===== config.mk =====
export PLATFORM = sky130hd
export DESIGN_NAME = branch_flush_ctrl
export DESIGN_NICKNAME = d
export VERILOG_FILES = /design/src/rtl/branch_pkg.sv /design/src/rtl/branch_flush_ctrl_bht_table.sv /design/src/rtl/branch_flush_ctrl.sv
export SDC_FILE = /design/constraint.sdc
export NUM_CORES = 1
export LEC_CHECK = 0
export BUFFER_PORTS_ARGS = -buffer_cell sky130_fd_sc_hd__buf_2
export CAP_MARGIN = 10
export CORE_MARGIN = 1
export CORE_UTILIZATION = 40
export CTS_BUF_LIST = sky130_fd_sc_hd__clkbuf_4 sky130_fd_sc_hd__clkbuf_8
export DETAILED_ROUTE_END_ITERATION = 6
export PLACE_DENSITY_LB_ADDON = 0.1
export SETUP_SLACK_MARGIN = 0.3
export SLEW_MARGIN = 25
export SYNTH_ARGS = -nofsm -noshare
export SYNTH_HDL_FRONTEND = slang
export SYNTH_SLANG_ARGS = --single-unit
export TNS_END_PERCENT = 30

===== constraint.sdc =====
create_clock -name clk -period 5.3 [get_ports clk]
set_input_delay 0.53 -clock clk [delete_from_list [all_inputs] [get_ports clk]]
set_output_delay 0.53 -clock clk [all_outputs]
set_load 0.01 [all_outputs]

===== src/rtl/branch_pkg.sv =====
// -----------------------------------------------------------------------------
// branch_pkg
// Shared definitions for the EX-stage branch resolution / flush controller:
//   - RV32 opcode constants for conditional branches and jumps
//   - func3 encodings of the conditional branches
//   - 2-bit saturating counter type, its encodings and its update function
// -----------------------------------------------------------------------------
package branch_pkg;

    localparam logic [6:0] OP_BRANCH = 7'd99;
    localparam logic [6:0] OP_JAL    = 7'd111;
    localparam logic [6:0] OP_JALR   = 7'd103;

    typedef enum logic [2:0] {
        BEQ  = 3'd0,
        BNE  = 3'd1,
        BLT  = 3'd4,
        BGE  = 3'd5,
        BLTU = 3'd6,
        BGEU = 3'd7
    } func3_e;

    typedef logic [1:0] bht_cnt_t;

    localparam bht_cnt_t SNT = 2'b00;
    localparam bht_cnt_t WNT = 2'b01;
    localparam bht_cnt_t WT  = 2'b10;
    localparam bht_cnt_t ST  = 2'b11;

    // Saturating step of a 2-bit counter toward the observed outcome.
    function automatic bht_cnt_t bht_next(input bht_cnt_t cnt, input logic taken);
        bht_cnt_t nxt;
        if (taken) begin
            nxt = (cnt == ST) ? ST : bht_cnt_t'(cnt + 2'b01);
        end else begin
            nxt = (cnt == SNT) ? SNT : bht_cnt_t'(cnt - 2'b01);
        end
        return nxt;
    endfunction

endpackage


===== src/rtl/branch_flush_ctrl_bht_table.sv =====
// -----------------------------------------------------------------------------
// bht_table
// Direct-mapped table of 2-bit saturating branch counters.
// Ports:
//   clk       - clock, updates on rising edge
//   reset     - asynchronous active-high, all counters return to CNT_INIT
//   rd_idx    - read index (asynchronous read port)
//   rd_cnt    - counter at rd_idx, pre-update value in the write cycle
//   wr_en     - apply a saturating update this edge
//   wr_idx    - update index
//   wr_taken  - update direction (1 = toward taken)
// -----------------------------------------------------------------------------
module bht_table
    import branch_pkg::*;
#(
    parameter int unsigned IDX_BITS = 6,
    parameter bht_cnt_t    CNT_INIT = 2'b01
) (
    input  logic                clk,
    input  logic                reset,
    input  logic [IDX_BITS-1:0] rd_idx,
    output bht_cnt_t            rd_cnt,
    input  logic                wr_en,
    input  logic [IDX_BITS-1:0] wr_idx,
    input  logic                wr_taken
);

    localparam int unsigned ENTRIES = 1 << IDX_BITS;

    bht_cnt_t table_r [ENTRIES];

    // Counter storage: asynchronous clear, one saturating update per edge.
    always_ff @(posedge clk or posedge reset) begin
        if (reset) begin
            for (int i = 0; i < ENTRIES; i++) begin
                table_r[i] <= CNT_INIT;
            end
        end else if (wr_en) begin
            table_r[wr_idx] <= bht_next(table_r[wr_idx], wr_taken);
        end
    end

    assign rd_cnt = table_r[rd_idx];

endmodule


===== src/rtl/branch_flush_ctrl.sv =====
// -----------------------------------------------------------------------------
// branch_flush_ctrl
// EX-stage resolution of conditional branches and jumps with a BHT of 2-bit
// saturating counters feeding the IF-stage prediction. A flush is raised only
// on a conditional-branch mispredict or on JAL/JALR; a shadow counter masks
// the bubbles that follow a flush so they are never evaluated.
// Optional feature macro: BRANCH_PERF_CNT_EN (adds br_count / mispred_count).
// Ports:
//   clk, reset           - clock / asynchronous active-high reset
//   pc_if                - IF PC used for the table lookup
//   predict_taken_if     - MSB of the indexed counter (combinational)
//   valid_ex, stall      - EX holds a real instruction / pipeline frozen
//   op_ex, func3_ex      - EX opcode and func3
//   br_eq, br_lt         - comparator results
//   pc_ex                - EX PC, selects the counter to update
//   pred_taken_ex        - prediction carried with the instruction
//   flush                - squash IF/ID and ID/EX (combinational)
//   mispredict           - flush caused by a conditional-branch mispredict
//   br_count             - evaluated conditional branches (optional)
//   mispred_count        - mispredicts (optional)
//   taken_ex             - actual branch/jump outcome
// -----------------------------------------------------------------------------
module branch_flush_ctrl
    import branch_pkg::*;
#(
    parameter int unsigned XLEN          = 32,
    parameter int unsigned IDX_BITS      = 6,
    parameter int unsigned SHADOW_CYCLES = 2,
    parameter bht_cnt_t    CNT_INIT      = 2'b01
) (
    input  logic            clk,
    input  logic            reset,
    input  logic [XLEN-1:0] pc_if,
    output logic            predict_taken_if,
    input  logic            valid_ex,
    input  logic            stall,
    input  logic [6:0]      op_ex,
    input  logic [2:0]      func3_ex,
    input  logic            br_eq,
    input  logic            br_lt,
    input  logic [XLEN-1:0] pc_ex,
    input  logic            pred_taken_ex,
    output logic            flush,
    output logic            mispredict,
`ifdef BRANCH_PERF_CNT_EN
    output logic [31:0]     br_count,
    output logic [31:0]     mispred_count,
`endif
    output logic            taken_ex
);

    localparam logic [2:0] SHADOW_LOAD = 3'(SHADOW_CYCLES);

    logic [2:0] shadow_r;
    logic       eval_s;
    logic       is_branch_s;
    logic       is_jump_s;
    logic       actual_s;
    logic       legal_s;
    logic       wr_en_s;
    bht_cnt_t   rd_cnt_s;
    logic       unused_pc_s;

    // Only the index bits of the PCs address the table.
    assign unused_pc_s = ^{pc_if[XLEN-1:IDX_BITS+2], pc_if[1:0],
                           pc_ex[XLEN-1:IDX_BITS+2], pc_ex[1:0]};

    // Reset and the post-flush shadow both turn EX into a bubble.
    assign eval_s      = valid_ex & ~reset & (shadow_r == 3'd0);
    assign is_branch_s = (op_ex == OP_BRANCH);
    assign is_jump_s   = (op_ex == OP_JAL) | (op_ex == OP_JALR);

    // Branch outcome decode; func3 2/3 resolve not-taken and never train.
    always_comb begin
        actual_s = 1'b0;
        legal_s  = 1'b0;
        case (func3_ex)
            BEQ: begin
                actual_s = br_eq;
                legal_s  = 1'b1;
            end
            BNE: begin
                actual_s = ~br_eq;
                legal_s  = 1'b1;
            end
            BLT, BLTU: begin
                actual_s = br_lt;
                legal_s  = 1'b1;
            end
            BGE, BGEU: begin
                actual_s = ~br_lt;
                legal_s  = 1'b1;
            end
            default: begin
                actual_s = 1'b0;
                legal_s  = 1'b0;
            end
        endcase
    end

    // Zero-latency redirect controls, all forced low on a bubble.
    always_comb begin
        flush      = 1'b0;
        mispredict = 1'b0;
        taken_ex   = 1'b0;
        if (eval_s && is_jump_s) begin
            flush    = 1'b1;
            taken_ex = 1'b1;
        end else if (eval_s && is_branch_s) begin
            mispredict = (actual_s != pred_taken_ex);
            flush      = (actual_s != pred_taken_ex);
            taken_ex   = actual_s;
        end else begin
            flush      = 1'b0;
            mispredict = 1'b0;
            taken_ex   = 1'b0;
        end
    end

    assign wr_en_s = eval_s & ~stall & is_branch_s & legal_s;

    bht_table #(
        .IDX_BITS (IDX_BITS),
        .CNT_INIT (CNT_INIT)
    ) u_bht (
        .clk      (clk),
        .reset    (reset),
        .rd_idx   (pc_if[IDX_BITS+1:2]),
        .rd_cnt   (rd_cnt_s),
        .wr_en    (wr_en_s),
        .wr_idx   (pc_ex[IDX_BITS+1:2]),
        .wr_taken (actual_s)
    );

    assign predict_taken_if = rd_cnt_s[1];

    // Shadow counter: a flush that is held by a stall keeps asserting and
    // only arms the shadow once the pipeline actually advances.
    always_ff @(posedge clk or posedge reset) begin
        if (reset) begin
            shadow_r <= 3'd0;
        end else if (flush && !stall) begin
            shadow_r <= SHADOW_LOAD;
        end else if ((shadow_r != 3'd0) && !stall) begin
            shadow_r <= shadow_r - 3'd1;
        end else begin
            shadow_r <= shadow_r;
        end
    end

`ifdef BRANCH_PERF_CNT_EN
    // Performance counters; counted once per instruction, when EX advances.
    always_ff @(posedge clk or posedge reset) begin
        if (reset) begin
            br_count      <= 32'd0;
            mispred_count <= 32'd0;
        end else begin
            if (eval_s && is_branch_s && !stall) begin
                br_count <= br_count + 32'd1;
            end
            if (mispredict && !stall) begin
                mispred_count <= mispred_count + 32'd1;
            end
        end
    end
`else
    // No performance counters in this build.
`endif

endmodule


==> report_table.html, run 1 <==
<table>
<tr><th>Metric</th><th>Value</th></tr>
<tr><th colspan="2">Floorplanning</th></tr>
<tr><td>Num ports</td><td>85</td></tr>
<tr><td>Initial Utilization</td><td>0.415</td></tr>
<tr><td>Die outline width</td><td>137 µm</td></tr>
<tr><td># rows</td><td>48</td></tr>
<tr><td>CORE AREA</td><td>17,500 µm²</td></tr>
<tr><td>Area of the die</td><td>18,700 µm²</td></tr>
<tr><td>Vertical die dimension</td><td>137 µm</td></tr>
<tr><th colspan="2">Final layout</th></tr>
<tr><td>Antenna Cells</td><td>0</td></tr>
<tr><td>Number of nets in the layout</td><td>840</td></tr>
<tr><td>Syn-to-layout area delta</td><td>10.6%</td></tr>
<tr><td>Count of placed standard cells in the final layout, fillers left out</td><td>995</td></tr>
<tr><td>Fraction of final layout cells with drive strength greater than 1</td><td>0.266</td></tr>
<tr><th colspan="2">Yosys</th></tr>
<tr><td>Flip-flop and latch count after synthesis</td><td>131</td></tr>
<tr><td>Top cells by area in the synthesized netlist</td><td>sky130_fd_sc_hd__dfstp_2 23%, sky130_fd_sc_hd__dfrtp_1 23%, sky130_fd_sc_hd__mux4_2 12%</td></tr>
<tr><td>Mapped Area</td><td>7250 µm²</td></tr>
<tr><td>Syn_area_per_cell</td><td>9.74 µm²</td></tr>
<tr><td>Most common flop cell mapped by yosys</td><td>sky130_fd_sc_hd__dfrtp_1</td></tr>
<tr><td>Synthesized netlist net count</td><td>827</td></tr>
<tr><td>Number of instances in the synthesized netlist</td><td>744</td></tr>
<tr><td>Part of the Yosys area used for sequential elements</td><td>0.463</td></tr>
<tr><td>Post-synth top area cell</td><td>sky130_fd_sc_hd__dfstp_2</td></tr>
<tr><td>Leading cell type by number of instances after synthesis</td><td>sky130_fd_sc_hd__nand2_1</td></tr>
<tr><td>Distinct cell type count of the synthesized netlist</td><td>61</td></tr>
<tr><td>Proportion of synthesized flip-flops having asynchronous set or reset</td><td>1.00</td></tr>
<tr><td>Area share of the leading cell type in the synthesized netlist</td><td>0.232</td></tr>
<tr><td>Most frequent cells after synthesis</td><td>234 x sky130_fd_sc_hd__nand2_1, 106 x sky130_fd_sc_hd__o21ai_1, 67 x sky130_fd_sc_hd__dfrtp_1, 64 x sky130_fd_sc_hd__dfstp_2, 40 x sky130_fd_sc_hd__mux4_2</td></tr>
<tr><td>Number of synthesized flops with an enable pin</td><td>0</td></tr>
<tr><td>Synthesis Warnings</td><td>0</td></tr>
<tr><th colspan="2">Clock network</th></tr>
<tr><td>Hold buffer count at CTS</td><td>0</td></tr>
<tr><td>Clock slew seen by the registers of the worst setup and hold paths</td><td>80 ps</td></tr>
<tr><td>Buffers inserted by post-CTS timing repair</td><td>0</td></tr>
<tr><td>CTS HTree Levels</td><td>4</td></tr>
<tr><td># resized after CTS</td><td>0</td></tr>
<tr><td>Number of sinks on the clock net</td><td>131</td></tr>
<tr><td>TritonCTS clock tree</td><td>built</td></tr>
<tr><td>Worst-skew pair later-pin latency</td><td>460 ps</td></tr>
<tr><td>Root buf cell</td><td>sky130_fd_sc_hd__clkbuf_8</td></tr>
<tr><td>Maximum count of clock buffers along a single path</td><td>2</td></tr>
<tr><td>Number of buffers inserted during clock tree synthesis</td><td>17</td></tr>
<tr><th colspan="2">STA</th></tr>
<tr><td>Transition time at the pin with the least slew margin</td><td>1190 ps</td></tr>
<tr><td>Count of endpoints failing hold in the final timing report</td><td>0</td></tr>
<tr><td>Worst Clk Skew</td><td>13.6 ps</td></tr>
<tr><td>Max-slew violation total from the final report</td><td>0</td></tr>
<tr><td>Final critical-path required period</td><td>3540 ps</td></tr>
<tr><td>Setup repair after global routing missed its margin</td><td>no</td></tr>
<tr><td>Maximum clock frequency</td><td>282 MHz</td></tr>
<tr><td>Setup TNS after final layout</td><td>0 ps</td></tr>
<tr><td>Count of final setup violators</td><td>0</td></tr>
<tr><td>Max-slew headroom</td><td>0.199</td></tr>
<tr><td>Fraction of the cycle the final worst path needs</td><td>0.668</td></tr>
<tr><th colspan="2">Placement</th></tr>
<tr><td># port buffers</td><td>32</td></tr>
<tr><td>Placer's final routability congestion estimate</td><td>0.832</td></tr>
<tr><td>DP Wirelength</td><td>14,400 µm</td></tr>
<tr><td>Placed cell count</td><td>962</td></tr>
<tr><th colspan="2">Detailed routing</th></tr>
<tr><td>Vias per cell</td><td>5.81</td></tr>
<tr><td>Drt pass-1 iters</td><td>6</td></tr>
<tr><td>Via count</td><td>5,778</td></tr>
<tr><td>Starting DRC count in detailed routing</td><td>546</td></tr>
<tr><td>Wire length after detailed routing</td><td>22,200 µm</td></tr>
<tr><td>Wire length per cell after detailed routing</td><td>22.3 µm</td></tr>
<tr><td>Count of nets left with antenna violations after detail routing</td><td>0</td></tr>
<tr><td>Drc violations</td><td>0</td></tr>
<tr><th colspan="2">Power</th></tr>
<tr><td>LEAKAGE</td><td>2.97 nW</td></tr>
<tr><td>Total power per unit cell area</td><td>288 nW/µm²</td></tr>
<tr><td>Internal power component</td><td>0.00174 W</td></tr>
<tr><td>Relative contribution of sequential cells to total power</td><td>0.441</td></tr>
<tr><td>Switching power share of the total</td><td>0.246</td></tr>
<tr><td>Final Total Pwr</td><td>0.00231 W</td></tr>
<tr><td>Share of power burned in combinational logic</td><td>0.092</td></tr>
<tr><td>Net Sw Power</td><td>0.000567 W</td></tr>
<tr><td>Largest voltage drop on the vdd net</td><td>0.200 mV</td></tr>
<tr><td>Clock network power share</td><td>0.467</td></tr>
<tr><th colspan="2">Run</th></tr>
<tr><td>Max-capacitance violation count</td><td>0</td></tr>
<tr><th colspan="2">Critical path</th></tr>
<tr><td>Critical Path Max Stage Delay</td><td>750 ps</td></tr>
<tr><td>CP Max Fanout</td><td>8</td></tr>
<tr><td>Worst r2r src</td><td>shadow_r[0]$_DFFE_PP0P_</td></tr>
<tr><td>Critical R2R Capture</td><td>u_bht.table_r[23]$_DFFE_PP0P_</td></tr>
<tr><td>Critical path data arrival time</td><td>3860 ps</td></tr>
<tr><td>WP data required</td><td>5620 ps</td></tr>
<tr><td>R2R cell count</td><td>10</td></tr>
<tr><td>Startpoint type of the worst setup path</td><td>flop</td></tr>
<tr><td>Critical path's slowest cell</td><td>sky130_fd_sc_hd__nor2_1</td></tr>
<tr><td>Source of the critical timing path</td><td>shadow_r[0]$_DFFE_PP0P_</td></tr>
<tr><td>FF-to-FF setup slack</td><td>1760 ps</td></tr>
<tr><td>Crit path cell chain</td><td>inv_1, ha_1, ha_1, nand4b_1, or4_4, or4_1, nor2_1, nand2_1, nand2_1, o21ai_1</td></tr>
<tr><td>Type of the worst setup path</td><td>flop to flop</td></tr>
<tr><td>Endpoint class of the critical path</td><td>flop</td></tr>
<tr><td>Setup crit end</td><td>u_bht.table_r[23]$_DFFE_PP0P_</td></tr>
<tr><th colspan="2">GRT</th></tr>
<tr><td>Final global-route overflow total</td><td>0</td></tr>
<tr><td>First-pass GRT wire length</td><td>34,700 µm</td></tr>
<tr><td>Overall Global Routing Usage</td><td>0.260</td></tr>
<tr><td>Vias in the first global route</td><td>5,729</td></tr>
<tr><td>Number of antenna violations at the first check in global routing</td><td>0</td></tr>
<tr><td>Maximum number of pins on one net before global-route repair</td><td>65</td></tr>
<tr><th colspan="2">Status</th></tr>
<tr><td>Status</td><td>complete, no violations</td></tr>
<tr><th colspan="2">Hold path</th></tr>
<tr><td>Worst hold path class</td><td>primary input to async pin</td></tr>
</table>
how the worst min path moves through the flow:
stage,endpoint,from,slack (ps),cells after the start
after CTS,shadow_r[2]$_DFFE_PP0P_,reset,40,2
after floorplan,u_bht.table_r[102]$_DFFE_PP1P_,u_bht.table_r[102]$_DFFE_PP1P_,440,2
after detailed placement,u_bht.table_r[70]$_DFFE_PP1P_,u_bht.table_r[70]$_DFFE_PP1P_,450,2
final,shadow_r[2]$_DFFE_PP0P_,reset,50,2
after global placement,u_bht.table_r[102]$_DFFE_PP1P_,u_bht.table_r[102]$_DFFE_PP1P_,450,2
after global routing,shadow_r[2]$_DFFE_PP0P_,reset,50,2
sequential cells by signal, summed over array words and instances (netlist names):
name           cells
u_bht.table_r    128
shadow_r           3
cells by family after synthesis:
group / count (synthesis) / share of synthesized area
mux: 53 / 0.144
xor+xnor: 3 / 0.00363
fa+ha+maj: 4 / 0.00725
buf+inv: 62 / 0.0488
simple gates: 305 / 0.183
flops: 131 / 0.463
compound gates: 186 / 0.150
power by group through the flow:
stage               Clock [W]  Sequential, W  Combinational [W]
floorplan                   0        0.00103           0.000162
global placement            0        0.00103           0.000204
detailed placement          0        0.00103           0.000212
CTS                   0.00109        0.00102           0.000213
global route          0.00113        0.00102           0.000232
finish                0.00108        0.00102           0.000211
per-layer routing:
layer | part of all wire | GRT usage
met5 | 0 | 0
met3 | 0.063 | 0.0626
met4 | 0.018 | 0.0827
met2 | 0.46 | 0.394
met1 | 0.46 | 0.366
final cells by class:
type                            instances  area, µm²
Clock inverter                          9        198
Multi-Input combinational cell        551       3570
Inverter                               12       47.5
Fill cell                            1676       9460
Timing Repair Buffer                   44        258
Clock buffer                           23        304
Tap cell                              225        282
Sequential cell                       131       3360
placed cells by master, fill, tap and decap left out, types with 7 or more instances in the layout:
| cell | netlist | final |
|---|---|---|
| sky130_fd_sc_hd__dfrtp_1 | 67 | 67 |
| sky130_fd_sc_hd__buf_2 | 16 | 32 |
| sky130_fd_sc_hd__o21ai_0 | 8 | 8 |
| sky130_fd_sc_hd__mux4_2 | 40 | 40 |
| sky130_fd_sc_hd__nand2_1 | 234 | 234 |
| sky130_fd_sc_hd__a21oi_1 | 19 | 19 |
| sky130_fd_sc_hd__inv_1 | 12 | 11 |
| sky130_fd_sc_hd__dfstp_2 | 64 | 64 |
| sky130_fd_sc_hd__nor2_1 | 20 | 18 |
| sky130_fd_sc_hd__a22oi_1 | 8 | 8 |
| sky130_fd_sc_hd__nand3_1 | 8 | 8 |
| sky130_fd_sc_hd__a31oi_1 | 16 | 16 |
| sky130_fd_sc_hd__buf_4 | 4 | 11 |
| sky130_fd_sc_hd__clkbuf_8 | 0 | 21 |
| sky130_fd_sc_hd__mux2_2 | 7 | 7 |
| sky130_fd_sc_hd__o21ai_1 | 106 | 106 |
worst max-delay path: cells and delay by family (launching register included):
kind,cells,cell delay [ps]
compound gates,1,70
fa+ha+maj,2,380
buf+inv,1,90
flops,1,360
simple gates,6,2520
through the flow:
stage | instance area [µm²] | worst slack [ps] | utilization | hold slack [ps]
after floorplan | 7250 | 1380 | - | 439
after global placement | 7470 | 1450 | 0.428 | 449
after global routing | 8020 | 1550 | 0.459 | 52.4
after CTS | 7980 | 1740 | 0.457 | 42.9
final | 8020 | 1760 | 0.459 | 53.9
after detailed placement | 7480 | 1410 | 0.428 | 454
No activity file was read; power rests on OpenSTA's default activity.
==> run 2: changes to the inputs <==
clock period = 3.3 ns   (was 5.3 ns; I/O delays follow)
==> report_table.html, run 2 (synthesis results as in run 1) <==
<table>
<tr><th>Metric</th><th>Value</th></tr>
<tr><th colspan="2">GRT</th></tr>
<tr><td>Number of antenna violations at the first check in global routing</td><td>1 (was 0)</td></tr>
<tr><td>Final global-route overflow total</td><td>0 (unchanged)</td></tr>
<tr><td>First-pass GRT wire length</td><td>35,100 µm (was 34,700 µm)</td></tr>
<tr><td>Maximum number of pins on one net before global-route repair</td><td>68 (was 65)</td></tr>
<tr><td>Overall Global Routing Usage</td><td>0.261 (was 0.260)</td></tr>
<tr><td>Vias in the first global route</td><td>5,995 (was 5,729)</td></tr>
<tr><th colspan="2">Clock network</th></tr>
<tr><td>CTS HTree Levels</td><td>4 (unchanged)</td></tr>
<tr><td>Worst-skew pair later-pin latency</td><td>450 ps (was 460 ps)</td></tr>
<tr><td>Number of sinks on the clock net</td><td>131 (unchanged)</td></tr>
<tr><td>Root buf cell</td><td>sky130_fd_sc_hd__clkbuf_8 (unchanged)</td></tr>
<tr><td>Clock slew seen by the registers of the worst setup and hold paths</td><td>80 ps (about the same)</td></tr>
<tr><td>Number of buffers inserted during clock tree synthesis</td><td>17 (unchanged)</td></tr>
<tr><td>TritonCTS clock tree</td><td>built (unchanged)</td></tr>
<tr><td>Maximum count of clock buffers along a single path</td><td>2 (unchanged)</td></tr>
<tr><td>Buffers inserted by post-CTS timing repair</td><td>0 (unchanged)</td></tr>
<tr><th colspan="2">STA</th></tr>
<tr><td>Worst Clk Skew</td><td>11.1 ps (was 13.6 ps)</td></tr>
<tr><td>Count of endpoints failing hold in the final timing report</td><td>0 (unchanged)</td></tr>
<tr><td>Setup TNS after final layout</td><td>0 ps (unchanged)</td></tr>
<tr><td>Setup repair after global routing missed its margin</td><td>yes (was no)</td></tr>
<tr><td>Maximum clock frequency</td><td>349 MHz</td></tr>
<tr><td>Transition time at the pin with the least slew margin</td><td>838 ps (was 1190 ps)</td></tr>
<tr><td>Max-slew violation total from the final report</td><td>0 (unchanged)</td></tr>
<tr><td>Final critical-path required period</td><td>2860 ps</td></tr>
<tr><td>Max-slew headroom</td><td>0.440 (was 0.199)</td></tr>
<tr><td>Count of final setup violators</td><td>0 (unchanged)</td></tr>
<tr><td>Fraction of the cycle the final worst path needs</td><td>0.867</td></tr>
<tr><th colspan="2">Final layout</th></tr>
<tr><td>Largest register FFs</td><td>128 (unchanged)</td></tr>
<tr><td>Largest reg by FF count</td><td>u_bht.table_r (unchanged)</td></tr>
<tr><td>Number of nets in the layout</td><td>878 (was 840)</td></tr>
<tr><td>Most frequent cells in the layout</td><td>234 x sky130_fd_sc_hd__nand2_1, 106 x sky130_fd_sc_hd__o21ai_1, 67 x sky130_fd_sc_hd__dfrtp_1 (unchanged)</td></tr>
<tr><td>Fraction of final layout cells with drive strength greater than 1</td><td>0.301 (was 0.266)</td></tr>
<tr><td>Syn-to-layout area delta</td><td>13.6% (was 10.6%)</td></tr>
<tr><td>Total non-filler cell area in the finished layout</td><td>8230 µm² (was 8020 µm²)</td></tr>
<tr><td>Antenna Cells</td><td>0 (unchanged)</td></tr>
<tr><td>Most common library cell in the layout ignoring fill and taps</td><td>sky130_fd_sc_hd__nand2_1 (unchanged)</td></tr>
<tr><td>Biggest regs</td><td>u_bht.table_r x128, shadow_r x3 (unchanged)</td></tr>
<tr><th colspan="2">Placement</th></tr>
<tr><td># port buffers</td><td>32 (unchanged)</td></tr>
<tr><td>Placed Area</td><td>7840 µm² (was 7480 µm²)</td></tr>
<tr><td>Placer's final routability congestion estimate</td><td>0.819 (was 0.832)</td></tr>
<tr><td>DP Wirelength</td><td>15,800 µm (was 14,400 µm)</td></tr>
<tr><th colspan="2">Critical path</th></tr>
<tr><td>Startpoint type of the worst setup path</td><td>flop (unchanged)</td></tr>
<tr><td>Type of the worst setup path</td><td>flop to output port (was flop to flop)</td></tr>
<tr><td>WP data required</td><td>2970 ps (was 5620 ps)</td></tr>
<tr><td>Critical path data arrival time</td><td>2530 ps (was 3860 ps)</td></tr>
<tr><td>Endpoint class of the critical path</td><td>output port (was flop)</td></tr>
<tr><td>FF-to-FF setup slack</td><td>440 ps (was 1760 ps)</td></tr>
<tr><td>CP Max Fanout</td><td>3 (was 8)</td></tr>
<tr><td>Worst r2r src</td><td>shadow_r[0]$_DFFE_PP0P_ (unchanged)</td></tr>
<tr><td>R2R cell count</td><td>10 (unchanged)</td></tr>
<tr><td>Critical R2R Capture</td><td>u_bht.table_r[74]$_DFFE_PP1P_ (was u_bht.table_r[23]$_DFFE_PP0P_)</td></tr>
<tr><th colspan="2">Floorplanning</th></tr>
<tr><td># rows</td><td>48 (unchanged)</td></tr>
<tr><td>Vertical die dimension</td><td>137 µm (unchanged)</td></tr>
<tr><td>Die outline width</td><td>137 µm (unchanged)</td></tr>
<tr><td>Num ports</td><td>85 (unchanged)</td></tr>
<tr><td>Initial Utilization</td><td>0.415 (unchanged)</td></tr>
<tr><td>CORE AREA</td><td>17,500 µm² (unchanged)</td></tr>
<tr><td>Area of the die</td><td>18,700 µm² (unchanged)</td></tr>
<tr><th colspan="2">Power</th></tr>
<tr><td>LEAKAGE</td><td>3.15 nW (was 2.97 nW)</td></tr>
<tr><td>Total power per unit cell area</td><td>403 nW/µm² (was 288 nW/µm²)</td></tr>
<tr><td>Largest voltage drop on the vdd net</td><td>0.301 mV (was 0.200 mV)</td></tr>
<tr><th colspan="2">Detailed routing</th></tr>
<tr><td>Wire length per cell after detailed routing</td><td>21.7 µm (was 22.3 µm)</td></tr>
<tr><td>Starting DRC count in detailed routing</td><td>519 (was 546)</td></tr>
<tr><td>Count of nets left with antenna violations after detail routing</td><td>0 (unchanged)</td></tr>
<tr><td>Drc violations</td><td>0 (unchanged)</td></tr>
<tr><td>Vias per cell</td><td>5.76 (was 5.81)</td></tr>
<tr><td>Via count</td><td>5,950 (was 5,778)</td></tr>
<tr><td>Drt pass-1 iters</td><td>5 (was 6)</td></tr>
<tr><td>Wire length after detailed routing</td><td>22,400 µm (was 22,200 µm)</td></tr>
<tr><th colspan="2">Status</th></tr>
<tr><td>Status</td><td>complete, no violations (unchanged)</td></tr>
<tr><th colspan="2">Hold path</th></tr>
<tr><td>Worst hold path class</td><td>primary input to async pin (unchanged)</td></tr>
<tr><th colspan="2">Run</th></tr>
<tr><td>Max-capacitance violation count</td><td>0 (unchanged)</td></tr>
</table>
run 2: cell types whose count changed in the layout (fill, tap and decap cells not counted), moves of 3 or more:
cell | before | now
sky130_fd_sc_hd__bufinv_16 | 6 | 1
sky130_fd_sc_hd__clkinv_2 | 2 | 5
sky130_fd_sc_hd__buf_12 | 0 | 6
sky130_fd_sc_hd__buf_4 | 11 | 43
sky130_fd_sc_hd__clkbuf_4 | 2 | 6
run 2: cell type report:
| class | instances | area, µm² |
|---|---|---|
| clock buffers | 26 | 320 |
| clock inverters | 6 | 55.1 |
| fillers | 1703 | 9240 |
| inverters | 12 | 48.8 |
| multi-input cells | 551 | 3550 |
| flip-flops and latches | 131 | 3360 |
| well taps | 225 | 282 |
| repair buffers | 82 | 614 |
run 2: layer usage:
layer / wire, µm / track usage
met1: 10200 / 0.360
met2: 10300 / 0.404
met3: 1410 / 0.0556
met4: 550 / 0.0914
met5: 0 / 0
run 2: how the worst max path moves through the flow:
stage	start	to	slack [ps]
finish	u_bht.table_r[1]$_DFFE_PP0P_	predict_taken_if	440
CTS	shadow_r[0]$_DFFE_PP0P_	u_bht.table_r[53]$_DFFE_PP0P_	300
floorplan	pc_if[2]	predict_taken_if	440
global placement	pc_ex[2]	u_bht.table_r[29]$_DFFE_PP0P_	230
global route	shadow_r[0]$_DFFE_PP0P_	u_bht.table_r[90]$_DFFE_PP1P_	250
detailed placement	pc_ex[2]	u_bht.table_r[60]$_DFFE_PP1P_	230
run 2: repair_timing:
action                                 in CTS  in global routing
setup endpoints to repair                   0                 36
hold buffers                                0                  0
endpoints found under the hold margin       0                  0
gates resized for setup                     0                  4
run 2: critical path, cell delays in order (launching register included):
cell	delay, ps
sky130_fd_sc_hd__dfrtp_1	410
sky130_fd_sc_hd__mux4_2	500
sky130_fd_sc_hd__mux4_2	540
sky130_fd_sc_hd__mux4_2	480
sky130_fd_sc_hd__buf_2	150
run 2: power breakdown:
group	switching, W	internal, W	total, W
clock network	0.000617	0.000700	0.00132
logic	0.000247	0.000123	0.000369
registers	0.00000652	0.00163	0.00163
run 2: through the flow:
stage | hold WS, ps | cells | total power, W | worst slack, ps | util
6_report | 40.5 | 1033 | 0.00332 | 438 | 0.471
4_1_cts | 39.2 | 1033 | 0.00335 | 303 | 0.470
5_1_grt | 68.0 | 1033 | 0.00347 | 245 | 0.471
3_3_place_gp | 448 | 1001 | 0.00203 | 228 | 0.449
3_5_place_dp | 456 | 1001 | 0.00203 | 225 | 0.449
2_1_floorplan | 439 | 744 | 0.00192 | 444 | -
==> run 3: changes to the inputs <==
clock period = 2.3 ns   (was 3.3 ns; I/O delays follow)
==> report_table.html, run 3 (synthesis results as in run 1) <==
<table>
<tr><th>Metric</th><th>Value</th></tr>
<tr><th colspan="2">Floorplanning</th></tr>
<tr><td>Num ports</td><td>85 (unchanged)</td></tr>
<tr><td>Area of the die</td><td>18,700 µm² (unchanged)</td></tr>
<tr><td>CORE AREA</td><td>17,500 µm² (unchanged)</td></tr>
<tr><td>Vertical die dimension</td><td>137 µm (unchanged)</td></tr>
<tr><td># rows</td><td>48 (unchanged)</td></tr>
<tr><td>Die outline width</td><td>137 µm (unchanged)</td></tr>
<tr><td>Initial Utilization</td><td>0.415 (unchanged)</td></tr>
<tr><th colspan="2">Clock network</th></tr>
<tr><td>Clock slew seen by the registers of the worst setup and hold paths</td><td>80 ps (about the same)</td></tr>
<tr><td>TritonCTS clock tree</td><td>built (unchanged)</td></tr>
<tr><td>Root buf cell</td><td>sky130_fd_sc_hd__clkbuf_8 (unchanged)</td></tr>
<tr><td>Number of sinks on the clock net</td><td>131 (unchanged)</td></tr>
<tr><td>Worst-skew pair later-pin latency</td><td>450 ps (about the same)</td></tr>
<tr><td>Maximum count of clock buffers along a single path</td><td>2 (unchanged)</td></tr>
<tr><td>Number of buffers inserted during clock tree synthesis</td><td>17 (unchanged)</td></tr>
<tr><td>CTS HTree Levels</td><td>4 (unchanged)</td></tr>
<tr><th colspan="2">Status</th></tr>
<tr><td>Violations in the final reports</td><td>negative setup slack</td></tr>
<tr><td>Status</td><td>finished with violations (was complete, no violations)</td></tr>
<tr><th colspan="2">Critical path</th></tr>
<tr><td>Worst r2r src</td><td>shadow_r[0]$_DFFE_PP0P_ (unchanged)</td></tr>
<tr><td>CP Max Fanout</td><td>2 (was 3)</td></tr>
<tr><td>Critical path depth</td><td>5 (was 4)</td></tr>
<tr><td>WP data required</td><td>2070 ps (was 2970 ps)</td></tr>
<tr><td>Endpoint class of the critical path</td><td>output port (unchanged)</td></tr>
<tr><td>R2R cell count</td><td>12 (was 10)</td></tr>
<tr><td>Critical R2R Capture</td><td>u_bht.table_r[43]$_DFFE_PP0P_ (was u_bht.table_r[74]$_DFFE_PP1P_)</td></tr>
<tr><td>Family of cells with the greatest summed delay on the critical path</td><td>multiplexers (unchanged)</td></tr>
<tr><td>Startpoint type of the worst setup path</td><td>flop (unchanged)</td></tr>
<tr><td>FF-to-FF setup slack</td><td>-390 ps (was 440 ps)</td></tr>
<tr><td>Critical Path Max Stage Delay</td><td>510 ps (was 540 ps)</td></tr>
<tr><td>Worst path bufs/invs</td><td>2 (was 1)</td></tr>
<tr><td>Type of the worst setup path</td><td>flop to output port (unchanged)</td></tr>
<tr><td>Critical path data arrival time</td><td>2580 ps (was 2530 ps)</td></tr>
<tr><td>Critical path's slowest cell</td><td>sky130_fd_sc_hd__mux4_2 (unchanged)</td></tr>
<tr><td>Cell repeated most along the worst path</td><td>sky130_fd_sc_hd__mux4_2 (unchanged)</td></tr>
<tr><td>Crit path cell chain</td><td>buf_4, mux4_2, mux4_2, mux4_2, buf_6 (was mux4_2, mux4_2, mux4_2, buf_2)</td></tr>
<tr><th colspan="2">Final layout</th></tr>
<tr><td>Largest register FFs</td><td>128 (unchanged)</td></tr>
<tr><td>Most frequent cells in the layout</td><td>141 x sky130_fd_sc_hd__nand2_1, 108 x sky130_fd_sc_hd__buf_4, 92 x sky130_fd_sc_hd__o21ai_1 (was 234 x sky130_fd_sc_hd__nand2_1, 106 x sky130_fd_sc_hd__o21ai_1, 67 x sky130_fd_sc_hd__dfrtp_1)</td></tr>
<tr><td>Footprint of the flip-flops and latches</td><td>3360 µm² (unchanged)</td></tr>
<tr><td>Multi-input logic area</td><td>4280 µm² (was 3550 µm²)</td></tr>
<tr><td>Biggest regs</td><td>u_bht.table_r x128, shadow_r x3 (unchanged)</td></tr>
<tr><td>Syn-to-layout area delta</td><td>36.6% (was 13.6%)</td></tr>
<tr><td>Antenna Cells</td><td>0 (unchanged)</td></tr>
<tr><td>Fraction of final layout cells with drive strength greater than 1</td><td>0.518 (was 0.301)</td></tr>
<tr><td>Largest reg by FF count</td><td>u_bht.table_r (unchanged)</td></tr>
<tr><td>Number of nets in the layout</td><td>970 (was 878)</td></tr>
<tr><td>Fillers</td><td>1,525 (was 1,703)</td></tr>
<tr><td>Most common library cell in the layout ignoring fill and taps</td><td>sky130_fd_sc_hd__nand2_1 (unchanged)</td></tr>
<tr><td>Count of placed standard cells in the final layout, fillers left out</td><td>1,125 (was 1,033)</td></tr>
<tr><th colspan="2">Placement</th></tr>
<tr><td>Worst Setup Slack post-DPL</td><td>-536 ps (was 225 ps)</td></tr>
<tr><td>Placed cell count</td><td>1,083 (was 1,001)</td></tr>
<tr><td>DP Wirelength</td><td>17,500 µm (was 15,800 µm)</td></tr>
<tr><td># port buffers</td><td>32 (unchanged)</td></tr>
<tr><td>Placer's final routability congestion estimate</td><td>0.890 (was 0.819)</td></tr>
<tr><th colspan="2">GRT</th></tr>
<tr><td>Maximum number of pins on one net before global-route repair</td><td>54 (was 68)</td></tr>
<tr><td>Overall Global Routing Usage</td><td>0.281 (was 0.261)</td></tr>
<tr><td>First-pass GRT wire length</td><td>37,900 µm (was 35,100 µm)</td></tr>
<tr><td>Vias in the first global route</td><td>6,475 (was 5,995)</td></tr>
<tr><td>Final global-route overflow total</td><td>0 (unchanged)</td></tr>
<tr><td>Number of antenna violations at the first check in global routing</td><td>0 (was 1)</td></tr>
<tr><th colspan="2">Detailed routing</th></tr>
<tr><td>Wire length after detailed routing</td><td>24,900 µm (was 22,400 µm)</td></tr>
<tr><td>Starting DRC count in detailed routing</td><td>524 (was 519)</td></tr>
<tr><td>Wire length per cell after detailed routing</td><td>22.2 µm (was 21.7 µm)</td></tr>
<tr><td>Drt pass-1 iters</td><td>5 (unchanged)</td></tr>
<tr><td>Via count</td><td>6,518 (was 5,950)</td></tr>
<tr><td>Vias per cell</td><td>5.79 (was 5.76)</td></tr>
<tr><td>Count of nets left with antenna violations after detail routing</td><td>0 (unchanged)</td></tr>
<tr><td>Drc violations</td><td>0 (unchanged)</td></tr>
<tr><th colspan="2">STA</th></tr>
<tr><td>Count of endpoints failing hold in the final timing report</td><td>0 (unchanged)</td></tr>
<tr><td>Hold Worst Slack</td><td>86.7 ps (was 40.5 ps)</td></tr>
<tr><td>Maximum clock frequency</td><td>355 MHz</td></tr>
<tr><td>Final critical-path required period</td><td>2810 ps</td></tr>
<tr><td>Count of final setup violators</td><td>131 (was 0)</td></tr>
<tr><td>Worst Clk Skew</td><td>9.83 ps (was 11.1 ps)</td></tr>
<tr><td>Post-route worst setup slack</td><td>-513 ps (was 438 ps)</td></tr>
<tr><td>Max-slew violation total from the final report</td><td>0 (unchanged)</td></tr>
<tr><td>Transition time at the pin with the least slew margin</td><td>422 ps (was 838 ps)</td></tr>
<tr><td>Fraction of the cycle the final worst path needs</td><td>1.22</td></tr>
<tr><td>Setup repair after global routing missed its margin</td><td>yes (unchanged)</td></tr>
<tr><td>Max-slew headroom</td><td>0.715 (was 0.440)</td></tr>
<tr><th colspan="2">Hold path</th></tr>
<tr><td>Hold Path Depth</td><td>2</td></tr>
<tr><td>Worst hold path class</td><td>primary input to flop (was primary input to async pin)</td></tr>
<tr><td>Hold Path Sink</td><td>shadow_r[2]$_DFFE_PP0P_</td></tr>
<tr><td>Origin of the worst min-delay path</td><td>stall</td></tr>
<tr><th colspan="2">Run</th></tr>
<tr><td>Max-capacitance violation count</td><td>0 (unchanged)</td></tr>
<tr><th colspan="2">Power</th></tr>
<tr><td>Total power per unit cell area</td><td>530 nW/µm² (was 403 nW/µm²)</td></tr>
<tr><td>Largest voltage drop on the vdd net</td><td>0.424 mV (was 0.301 mV)</td></tr>
<tr><td>LEAKAGE</td><td>4.14 nW (was 3.15 nW)</td></tr>
<tr><td>Final Total Pwr</td><td>0.00525 W (was 0.00332 W)</td></tr>
</table>
run 3: changes by cell type in the layout (fill, tap and decap cells not counted), moves of 10 or more:
cell | previous run | this run
sky130_fd_sc_hd__buf_12 | 6 | 18
sky130_fd_sc_hd__buf_4 | 43 | 108
sky130_fd_sc_hd__buf_6 | 1 | 15
sky130_fd_sc_hd__nand2_1 | 234 | 141
sky130_fd_sc_hd__nand2_2 | 0 | 54
sky130_fd_sc_hd__nand2_4 | 0 | 30
sky130_fd_sc_hd__nor2_1 | 20 | 10
sky130_fd_sc_hd__o21ai_1 | 106 | 92
sky130_fd_sc_hd__o21ai_2 | 0 | 20
run 3: area by class of cell:
type | count | area share
Clock buffer | 22 | 0.0287
Inverter | 12 | 0.00493
Timing Repair Buffer | 174 | 0.154
Multi-Input combinational cell | 551 | 0.432
Clock inverter | 10 | 0.0133
Sequential cell | 131 | 0.339
Tap cell | 225 | 0.0284
run 3: through the flow:
stage	utilization	cell area (µm²)	TNS [ps]
5_1_grt	0.567	9900	-50020
3_3_place_gp	0.490	8560	-53500
3_5_place_dp	0.490	8560	-55190
2_1_floorplan	-	7250	-31960
6_report	0.567	9900	-37990
4_1_cts	0.541	9450	-43260
run 3: how the worst max path moves through the flow:
stage,startpoint,end,slack (ps)
after floorplan,pc_if[2],predict_taken_if,-360
after global placement,shadow_r[0]$_DFFE_PP0P_,u_bht.table_r[75]$_DFFE_PP0P_,-470
after detailed placement,shadow_r[0]$_DFFE_PP0P_,u_bht.table_r[75]$_DFFE_PP0P_,-540
after CTS,u_bht.table_r[39]$_DFFE_PP0P_,predict_taken_if,-520
after global routing,u_bht.table_r[27]$_DFFE_PP0P_,predict_taken_if,-570
final,u_bht.table_r[29]$_DFFE_PP0P_,predict_taken_if,-510
run 3: repair_timing:
action / in CTS / in global routing
setup buffers: 5 / 3
hold endpoints to repair: 3 / 0
gates cloned: 0 / 1
endpoints found under the setup margin: 135 / 135
pin swaps: 75 / 54
hold buffers: 1 / 0
resized for setup: 120 / 112
run 3: routing by layer:
layer | routed length (µm) | vias to the layer above | GRT usage
li1 | - | 2953 | -
met1 | 10900 | 3268 | 0.380
met2 | 11700 | 243 | 0.429
met3 | 1610 | 54 | 0.0670
met4 | 728 | 0 | 0.121
met5 | 0 | - | 0
run 3: power breakdown:
| part | total (W) | switching (W) | internal, W | leakage, nW |
|---|---|---|---|---|
| sequential | 0.00235 | 0.0000121 | 0.00234 | 1.59 |
| combinational | 0.000817 | 0.000465 | 0.000351 | 2.34 |
| clock | 0.00208 | 0.000924 | 0.00116 | 0.217 |
run 3: worst reg2reg max path, delay by kind of cell, from the launching register on:
family | cells | cell delay (ps)
DFF | 1 | 380
AOI/OAI and AO/OA | 1 | 50
and+or+nand+nor | 6 | 1470
adders and majority gates | 2 | 260
buffers and inverters | 3 | 420
